===== src/rtl/wb_stage_pipe_if.sv =====
// MEM_WB -> writeback stage bus and the writeback stage -> ID register-file write port.
// The master side drives the retiring instruction; the slave side is the stage itself.
interface wb_stage_pipe_if #(
    parameter int DATA_W     = 32,
    parameter int REG_ADDR_W = 4,
    parameter int CNT_W      = 16
);
    logic                  in_valid;
    logic                  in_ready;
    logic [DATA_W-1:0]     alu_out;
    logic [DATA_W-1:0]     mem_rdata;
    logic                  mem_rvalid;
    logic [DATA_W-1:0]     pc_plus4;
    logic [REG_ADDR_W-1:0] reg_dest_in;
    logic                  wb_sel;
    logic                  reg_wr_in;
    logic                  call;
    logic [1:0]            ld_size;
    logic                  ld_signed;
    logic [DATA_W-1:0]     reg_wr_data;
    logic [REG_ADDR_W-1:0] reg_dest_out;
    logic                  reg_wr_out;
    logic                  stall;
    logic                  misalign_err;
    logic [CNT_W-1:0]      retired_cnt;

    modport master (
        output in_valid, alu_out, mem_rdata, mem_rvalid, pc_plus4, reg_dest_in,
               wb_sel, reg_wr_in, call, ld_size, ld_signed,
        input  in_ready, reg_wr_data, reg_dest_out, reg_wr_out, stall,
               misalign_err, retired_cnt
    );

    modport slave (
        input  in_valid, alu_out, mem_rdata, mem_rvalid, pc_plus4, reg_dest_in,
               wb_sel, reg_wr_in, call, ld_size, ld_signed,
        output in_ready, reg_wr_data, reg_dest_out, reg_wr_out, stall,
               misalign_err, retired_cnt
    );
endinterface


===== src/rtl/wb_stage_pipe.sv =====
// Registered writeback stage: selects ALU / aligned load / link data, waits on late
// memory responses while stalling upstream, and counts retired register writes.
module wb_stage_pipe #(
    parameter int DATA_W     = 32,
    parameter int REG_ADDR_W = 4,
    parameter int LINK_REG   = 15,
    parameter int CNT_W      = 16
) (
    input logic          clk,
    input logic          rst,
    wb_stage_pipe_if.slave bus
);
    typedef enum logic {IDLE, WAIT_MEM} state_e;

    state_e                state_q, state_d;
    logic [1:0]            cap_lane_q, cap_lane_d;
    logic [1:0]            cap_size_q, cap_size_d;
    logic                  cap_signed_q, cap_signed_d;
    logic                  cap_wr_q, cap_wr_d;
    logic [REG_ADDR_W-1:0] cap_dest_q, cap_dest_d;
    logic [DATA_W-1:0]     wr_data_q, wr_data_d;
    logic [REG_ADDR_W-1:0] dest_q, dest_d;
    logic                  wr_q, wr_d;
    logic                  err_q, err_d;
    logic [CNT_W-1:0]      cnt_q, cnt_d;

    logic                  accept, use_cap, ld_fire, ld_misal, ld_sgn, ld_wr;
    logic [1:0]            ld_lane, ld_size;
    logic [REG_ADDR_W-1:0] ld_dest;

    // Little-endian lane select with optional sign extension for byte/half loads.
    function automatic logic [DATA_W-1:0] load_align(input logic [DATA_W-1:0] rdata,
                                                     input logic [1:0] lane,
                                                     input logic [1:0] size,
                                                     input logic sgn);
        logic [DATA_W-1:0] sh;
        logic [7:0]        b;
        logic [15:0]       h;
        sh = rdata >> {lane, 3'b000};
        b  = sh[7:0];
        h  = lane[1] ? rdata[31:16] : rdata[15:0];
        case (size)
            2'b00:   load_align = {{(DATA_W-8){sgn & b[7]}}, b};
            2'b01:   load_align = {{(DATA_W-16){sgn & h[15]}}, h};
            default: load_align = rdata;
        endcase
    endfunction

    assign bus.in_ready     = (state_q == IDLE);
    assign bus.stall        = (state_q == WAIT_MEM);
    assign bus.reg_wr_data  = wr_data_q;
    assign bus.reg_dest_out = dest_q;
    assign bus.reg_wr_out   = wr_q;
    assign bus.misalign_err = err_q;
    assign bus.retired_cnt  = cnt_q;

    assign accept = bus.in_valid & (state_q == IDLE);

    always_comb begin
        state_d      = state_q;
        cap_lane_d   = cap_lane_q;
        cap_size_d   = cap_size_q;
        cap_signed_d = cap_signed_q;
        cap_wr_d     = cap_wr_q;
        cap_dest_d   = cap_dest_q;
        wr_data_d    = wr_data_q;
        dest_d       = dest_q;
        wr_d         = 1'b0;
        err_d        = 1'b0;
        ld_fire      = 1'b0;

        // A waiting load completes from its captured fields, never from the live bus.
        use_cap  = (state_q == WAIT_MEM);
        ld_lane  = use_cap ? cap_lane_q   : bus.alu_out[1:0];
        ld_size  = use_cap ? cap_size_q   : bus.ld_size;
        ld_sgn   = use_cap ? cap_signed_q : bus.ld_signed;
        ld_wr    = use_cap ? cap_wr_q     : bus.reg_wr_in;
        ld_dest  = use_cap ? cap_dest_q   : bus.reg_dest_in;
        ld_misal = ((ld_size == 2'b01) && ld_lane[0]) || (ld_size[1] && (ld_lane != 2'b00));

        unique case (state_q)
            IDLE: begin
                if (accept) begin
                    if (bus.call) begin
                        wr_data_d = bus.pc_plus4;
                        dest_d    = LINK_REG[REG_ADDR_W-1:0];
                        wr_d      = bus.reg_wr_in;
                    end else if (!bus.wb_sel) begin
                        wr_data_d = bus.alu_out;
                        dest_d    = bus.reg_dest_in;
                        wr_d      = bus.reg_wr_in;
                    end else if (bus.mem_rvalid) begin
                        ld_fire = 1'b1;
                    end else begin
                        cap_lane_d   = bus.alu_out[1:0];
                        cap_size_d   = bus.ld_size;
                        cap_signed_d = bus.ld_signed;
                        cap_wr_d     = bus.reg_wr_in;
                        cap_dest_d   = bus.reg_dest_in;
                        state_d      = WAIT_MEM;
                    end
                end
            end
            WAIT_MEM: begin
                if (bus.mem_rvalid) begin
                    ld_fire = 1'b1;
                    state_d = IDLE;
                end
            end
        endcase

        if (ld_fire) begin
            if (ld_misal) begin
                err_d = 1'b1;
            end else begin
                wr_data_d = load_align(bus.mem_rdata, ld_lane, ld_size, ld_sgn);
                dest_d    = ld_dest;
                wr_d      = ld_wr;
            end
        end

        cnt_d = cnt_q + {{(CNT_W-1){1'b0}}, wr_d};
    end

    always_ff @(posedge clk) begin
        if (rst) begin
            state_q      <= IDLE;
            cap_lane_q   <= '0;
            cap_size_q   <= '0;
            cap_signed_q <= 1'b0;
            cap_wr_q     <= 1'b0;
            cap_dest_q   <= '0;
            wr_data_q    <= '0;
            dest_q       <= '0;
            wr_q         <= 1'b0;
            err_q        <= 1'b0;
            cnt_q        <= '0;
        end else begin
            state_q      <= state_d;
            cap_lane_q   <= cap_lane_d;
            cap_size_q   <= cap_size_d;
            cap_signed_q <= cap_signed_d;
            cap_wr_q     <= cap_wr_d;
            cap_dest_q   <= cap_dest_d;
            wr_data_q    <= wr_data_d;
            dest_q       <= dest_d;
            wr_q         <= wr_d;
            err_q        <= err_d;
            cnt_q        <= cnt_d;
        end
    end
endmodule


===== src/flat_wrapper.sv =====
// flat-port wrapper written by rule: the top's interface ports become plain ports
module wb_stage_pipe_flat 
#(
    parameter int DATA_W     = 32,
    parameter int REG_ADDR_W = 4,
    parameter int LINK_REG   = 15,
    parameter int CNT_W      = 16
)
  (clk, rst, bus_in_valid, bus_alu_out, bus_mem_rdata, bus_mem_rvalid, bus_pc_plus4, bus_reg_dest_in, bus_wb_sel, bus_reg_wr_in, bus_call, bus_ld_size, bus_ld_signed, bus_in_ready, bus_reg_wr_data, bus_reg_dest_out, bus_reg_wr_out, bus_stall, bus_misalign_err, bus_retired_cnt);
  wb_stage_pipe_if #(.DATA_W(DATA_W), .REG_ADDR_W(REG_ADDR_W), .CNT_W(CNT_W)) bus_i ();
  input logic clk;
  input logic rst;
  input wire logic [$bits(bus_i.in_valid)-1:0] bus_in_valid;
  input wire logic [$bits(bus_i.alu_out)-1:0] bus_alu_out;
  input wire logic [$bits(bus_i.mem_rdata)-1:0] bus_mem_rdata;
  input wire logic [$bits(bus_i.mem_rvalid)-1:0] bus_mem_rvalid;
  input wire logic [$bits(bus_i.pc_plus4)-1:0] bus_pc_plus4;
  input wire logic [$bits(bus_i.reg_dest_in)-1:0] bus_reg_dest_in;
  input wire logic [$bits(bus_i.wb_sel)-1:0] bus_wb_sel;
  input wire logic [$bits(bus_i.reg_wr_in)-1:0] bus_reg_wr_in;
  input wire logic [$bits(bus_i.call)-1:0] bus_call;
  input wire logic [$bits(bus_i.ld_size)-1:0] bus_ld_size;
  input wire logic [$bits(bus_i.ld_signed)-1:0] bus_ld_signed;
  output wire logic [$bits(bus_i.in_ready)-1:0] bus_in_ready;
  output wire logic [$bits(bus_i.reg_wr_data)-1:0] bus_reg_wr_data;
  output wire logic [$bits(bus_i.reg_dest_out)-1:0] bus_reg_dest_out;
  output wire logic [$bits(bus_i.reg_wr_out)-1:0] bus_reg_wr_out;
  output wire logic [$bits(bus_i.stall)-1:0] bus_stall;
  output wire logic [$bits(bus_i.misalign_err)-1:0] bus_misalign_err;
  output wire logic [$bits(bus_i.retired_cnt)-1:0] bus_retired_cnt;
  assign bus_i.in_valid = bus_in_valid;
  assign bus_i.alu_out = bus_alu_out;
  assign bus_i.mem_rdata = bus_mem_rdata;
  assign bus_i.mem_rvalid = bus_mem_rvalid;
  assign bus_i.pc_plus4 = bus_pc_plus4;
  assign bus_i.reg_dest_in = bus_reg_dest_in;
  assign bus_i.wb_sel = bus_wb_sel;
  assign bus_i.reg_wr_in = bus_reg_wr_in;
  assign bus_i.call = bus_call;
  assign bus_i.ld_size = bus_ld_size;
  assign bus_i.ld_signed = bus_ld_signed;
  assign bus_in_ready = bus_i.in_ready;
  assign bus_reg_wr_data = bus_i.reg_wr_data;
  assign bus_reg_dest_out = bus_i.reg_dest_out;
  assign bus_reg_wr_out = bus_i.reg_wr_out;
  assign bus_stall = bus_i.stall;
  assign bus_misalign_err = bus_i.misalign_err;
  assign bus_retired_cnt = bus_i.retired_cnt;
  wb_stage_pipe #(.DATA_W(DATA_W), .REG_ADDR_W(REG_ADDR_W), .LINK_REG(LINK_REG), .CNT_W(CNT_W)) u_core (.clk(clk), .rst(rst), .bus(bus_i));
endmodule

===== config.mk =====
export PLATFORM = sky130hd
export DESIGN_NAME = wb_stage_pipe_flat
export DESIGN_NICKNAME = d
export VERILOG_FILES = /design/src/rtl/wb_stage_pipe_if.sv /design/src/rtl/wb_stage_pipe.sv /design/src/flat_wrapper.sv
export SDC_FILE = /design/constraint.sdc
export NUM_CORES = 1
export LEC_CHECK = 0
export CAP_MARGIN = 20
export CORE_ASPECT_RATIO = 0.9
export CORE_MARGIN = 3
export CORE_UTILIZATION = 40
export CTS_BUF_LIST = sky130_fd_sc_hd__clkbuf_8
export CTS_CLUSTER_DIAMETER = 50
export CTS_CLUSTER_SIZE = 25
export DETAILED_ROUTE_END_ITERATION = 8
export GPL_TIMING_DRIVEN = 0
export PLACE_DENSITY = 0.71
export SYNTH_ARGS = -nofsm -noshare
export SYNTH_HDL_FRONTEND = slang
export SYNTH_SLANG_ARGS = --single-unit

===== constraint.sdc =====
create_clock -name clk -period 3.1 [get_ports clk]
set_input_delay 0.31 -clock clk [delete_from_list [all_inputs] [get_ports clk]]
set_output_delay 0.31 -clock clk [all_outputs]
set_load 0.05 [all_outputs]

==> flow_summary.ini <==
[status]
outcome = finished clean

[timing]
worst_hold_slack_ps = 400
slew_headroom = 0.428
period_needed_ps = 2860
min_period_over_period = 0.924
setup_viol = 0
rsz0062_at_grt = no
drv_slew = 0
clock_skew_ps = 9.68
hold_viol = 0
fmax_mhz = 349
worst_pin_slew_ps = 836

[global_route]
antenna_found_initial = 0
grtUsageTotal = 0.268
gr-max-usage-layer = met2
grt_pass1_vias = 4527
gr-usage-met1 = 0.361
met2_usage = 0.430
use_met3 = 0.0628
grt_max_degree = 13
grt_pass1_wl_mm = 24.4
overflow = 0

[synth]
synth_common_cells = 65 x dfxtp_1, 51 x nand2_1, 39 x a21oi_1, 33 x nor3_1, 32 x a22o_1
syn_area_per_cell_sq_um = 8.11
async_flop_share = 0
ys_ff_latch = 65
seq_area_frac_synth = 0.316
synth_area_leader_cell = dfxtp_1
postSynthCellCount = 508
syn_nets = 621
synth_area_leaders = dfxtp_1 32%, a22o_1 6.8%, a211oi_1 5.7%, mux2i_1 5.3%, a21oi_1 4.7%
synth.cell_area_sq_um = 4120
synth.distinct_cells = 48
synth_warnings = 0
synth_top_area_share = 0.316
ys.flop_type = dfxtp_1
synth_most_common_cell = dfxtp_1
synth-edff-count = 0

[die]
io_pins = 166
std_cell_rows = 34
die_h_microns = 102
start_util = 0.417
fp.dieArea_sq_um = 11600
die_w_microns = 113
core_area_sq_um = 9870

[setup_path]
endpoint = u_core.bus.retired_cnt[12]$_SDFF_PP0_
r2r_start = u_core.bus.stall$_SDFF_PP0_
crit_type = flop to flop
r2r_end = u_core.bus.retired_cnt[12]$_SDFF_PP0_
cp-start-kind = flop
required_ps = 3380
rr_worst_depth = 10
rrSetupSlack_ps = 240
critPathLaunch = u_core.bus.stall$_SDFF_PP0_
cp_max_fo = 9
end_kind = flop
cp_data_arrival_time_ps = 3150

[hold_path]
hold_class = primary input to flop
min_path_cells = 2

[clocking]
cts_hold_buf = 0
cts.path.max_buffers = 2
cts_buffers = 9
clock_latency_ps = 350
clk_pin_slew_ps = 80
cts_tree = yes
root_buffer = clkbuf_8
clock-sinks = 65
cts_setup_buffers = 0
htree_levels = 3

[cells_and_area]
diodes = 0
areaGrowthSynthToFinish_pct = 49.2
postLayoutCoreUtil = 0.623
nets = 795
drive_above_1_share = 0.0742
final_cells = 813

[pwr]
vdd_drop_max_uv = 224
powerDensity_nw_per_um2 = 389
leakagePower_nw = 2.11

[placement]
placed_cells = 797
place_congestion = 0.947
portBuffers = 163
dp_hpwl_mm = 12.4

[route]
firstDrtPassIters = 5
wl_per_cell_microns = 19.8
vias = 4859
drt_wl_total_mm = 16.1
ant_nets = 0
drc = 0
vias_per_cell = 5.98
drt_iter0_drc = 402

[job]
drv_cap = 0
report_power, final:
| group | switching, mW | leakage [nW] | internal, mW |
|---|---|---|---|
| clock network | 0.355 | 0.0970 | 0.371 |
| registers | 0.0363 | 0.531 | 0.880 |
| logic | 0.420 | 1.48 | 0.328 |
| total | 0.811 | 2.11 | 1.58 |
state kept, by name, summed over array words and instances, names as in the netlist:
register                 cells
u_core.bus.misalign_err      1
u_core.bus.reg_dest_out      4
u_core.bus.reg_wr_data      32
u_core.bus.reg_wr_out        1
u_core.bus.retired_cnt      16
u_core.bus.stall             1
u_core.cap_dest_q            4
u_core.cap_lane_q            2
u_core.cap_signed_q          1
u_core.cap_size_q            2
u_core.cap_wr_q              1
layout make-up:
class	instances	area [sq um]
inverter	16	60.1
multi-input combinational	382	2610
sequential	65	1300
buffer	45	194
clock buffer	9	124
fill	897	3720
timing repair buffer	163	1630
tap	126	158
clock inverter	7	71.3
worst max-delay path, stage by stage (launching register included):
cell     delay [ps]
dfxtp_1         330
buf_4           200
mux2i_4         320
o21ai_1         160
a211o_2         440
o21ai_2         180
ha_1            220
ha_1            190
nand3_1         220
or3_1           410
a21oi_1         130
cells by family (layout without fill, tap and decap cells):
logic type      count (synthesis)  in the layout  synth area share
compound gates                168            168             0.306
xor+xnor                        9              9            0.0191
fa+ha+maj                       3              3           0.00911
buf+inv                        61            240            0.0614
flops                          65             65             0.316
mux                            25             25            0.0650
simple gates                  177            177             0.224
how the worst min path moves through the flow:
stage | startpoint | to | slack, ps
after detailed placement | u_core.cap_signed_q$_SDFFE_PP0P_ | u_core.cap_signed_q$_SDFFE_PP0P_ | 490
after global placement | u_core.cap_wr_q$_SDFFE_PP0P_ | u_core.cap_wr_q$_SDFFE_PP0P_ | 470
after CTS | rst | u_core.bus.reg_wr_out$_SDFF_PP0_ | 390
after global routing | rst | u_core.bus.reg_wr_out$_SDFF_PP0_ | 420
after floorplan | bus_mem_rvalid | u_core.bus.stall$_SDFF_PP0_ | 390
final | rst | u_core.bus.reg_wr_out$_SDFF_PP0_ | 400
routing by layer:
layer  vias to the layer above  routed length (microns)
met5                         -                        0
met4                         0                      449
met3                        32                     1260
met2                       222                     7490
met1                      2345                     6890
li1                       2260                        -
through the flow:
stage	setup WS, ps	total power, mW	setup TNS (ps)	instance area (sq um)
3_3_place_gp	-294	1.66	-1270	5910
5_1_grt	30.7	2.49	0	6140
4_1_cts	24.6	2.39	0	6110
2_1_floorplan	33.3	1.35	0	4120
6_report	237	2.39	0	6140
3_5_place_dp	-386	1.67	-1840	5910
cells in the final DEF (no fill, tap or decap), types with 2 or more instances in the layout:
cell type and n:
xor2_1 6, a211oi_1 31, a21oi_1 39, a311oi_1 6, o22ai_1 4, clkbuf_8 9, clkbuf_1 30, dfxtp_1 65
clkinvlp_4 2, nand4_1 2, o2111ai_1 7, a221oi_1 9, a311oi_2 10, a2111oi_0 2, a31oi_1 4, nor3b_1 4
nand3_1 7, clkdlybuf4s50_1 163, nand3b_1 26, xnor2_1 3, a22o_1 32, buf_2 10, o21ai_1 2, nor2_1 25
buf_1 2, nor2b_1 9, or3_1 5, mux2i_1 21, ha_1 3, nand2b_1 6, inv_1 16, nand2_1 51
nor3_1 33, mux2i_4 2, o21ai_0 17
timing repair:
item	4_1_cts	5_1_grt
endpoints found under the setup margin	1	6
pin swaps	0	0
resized for setup	2	9
No activity file was read; power rests on OpenSTA's default activity.
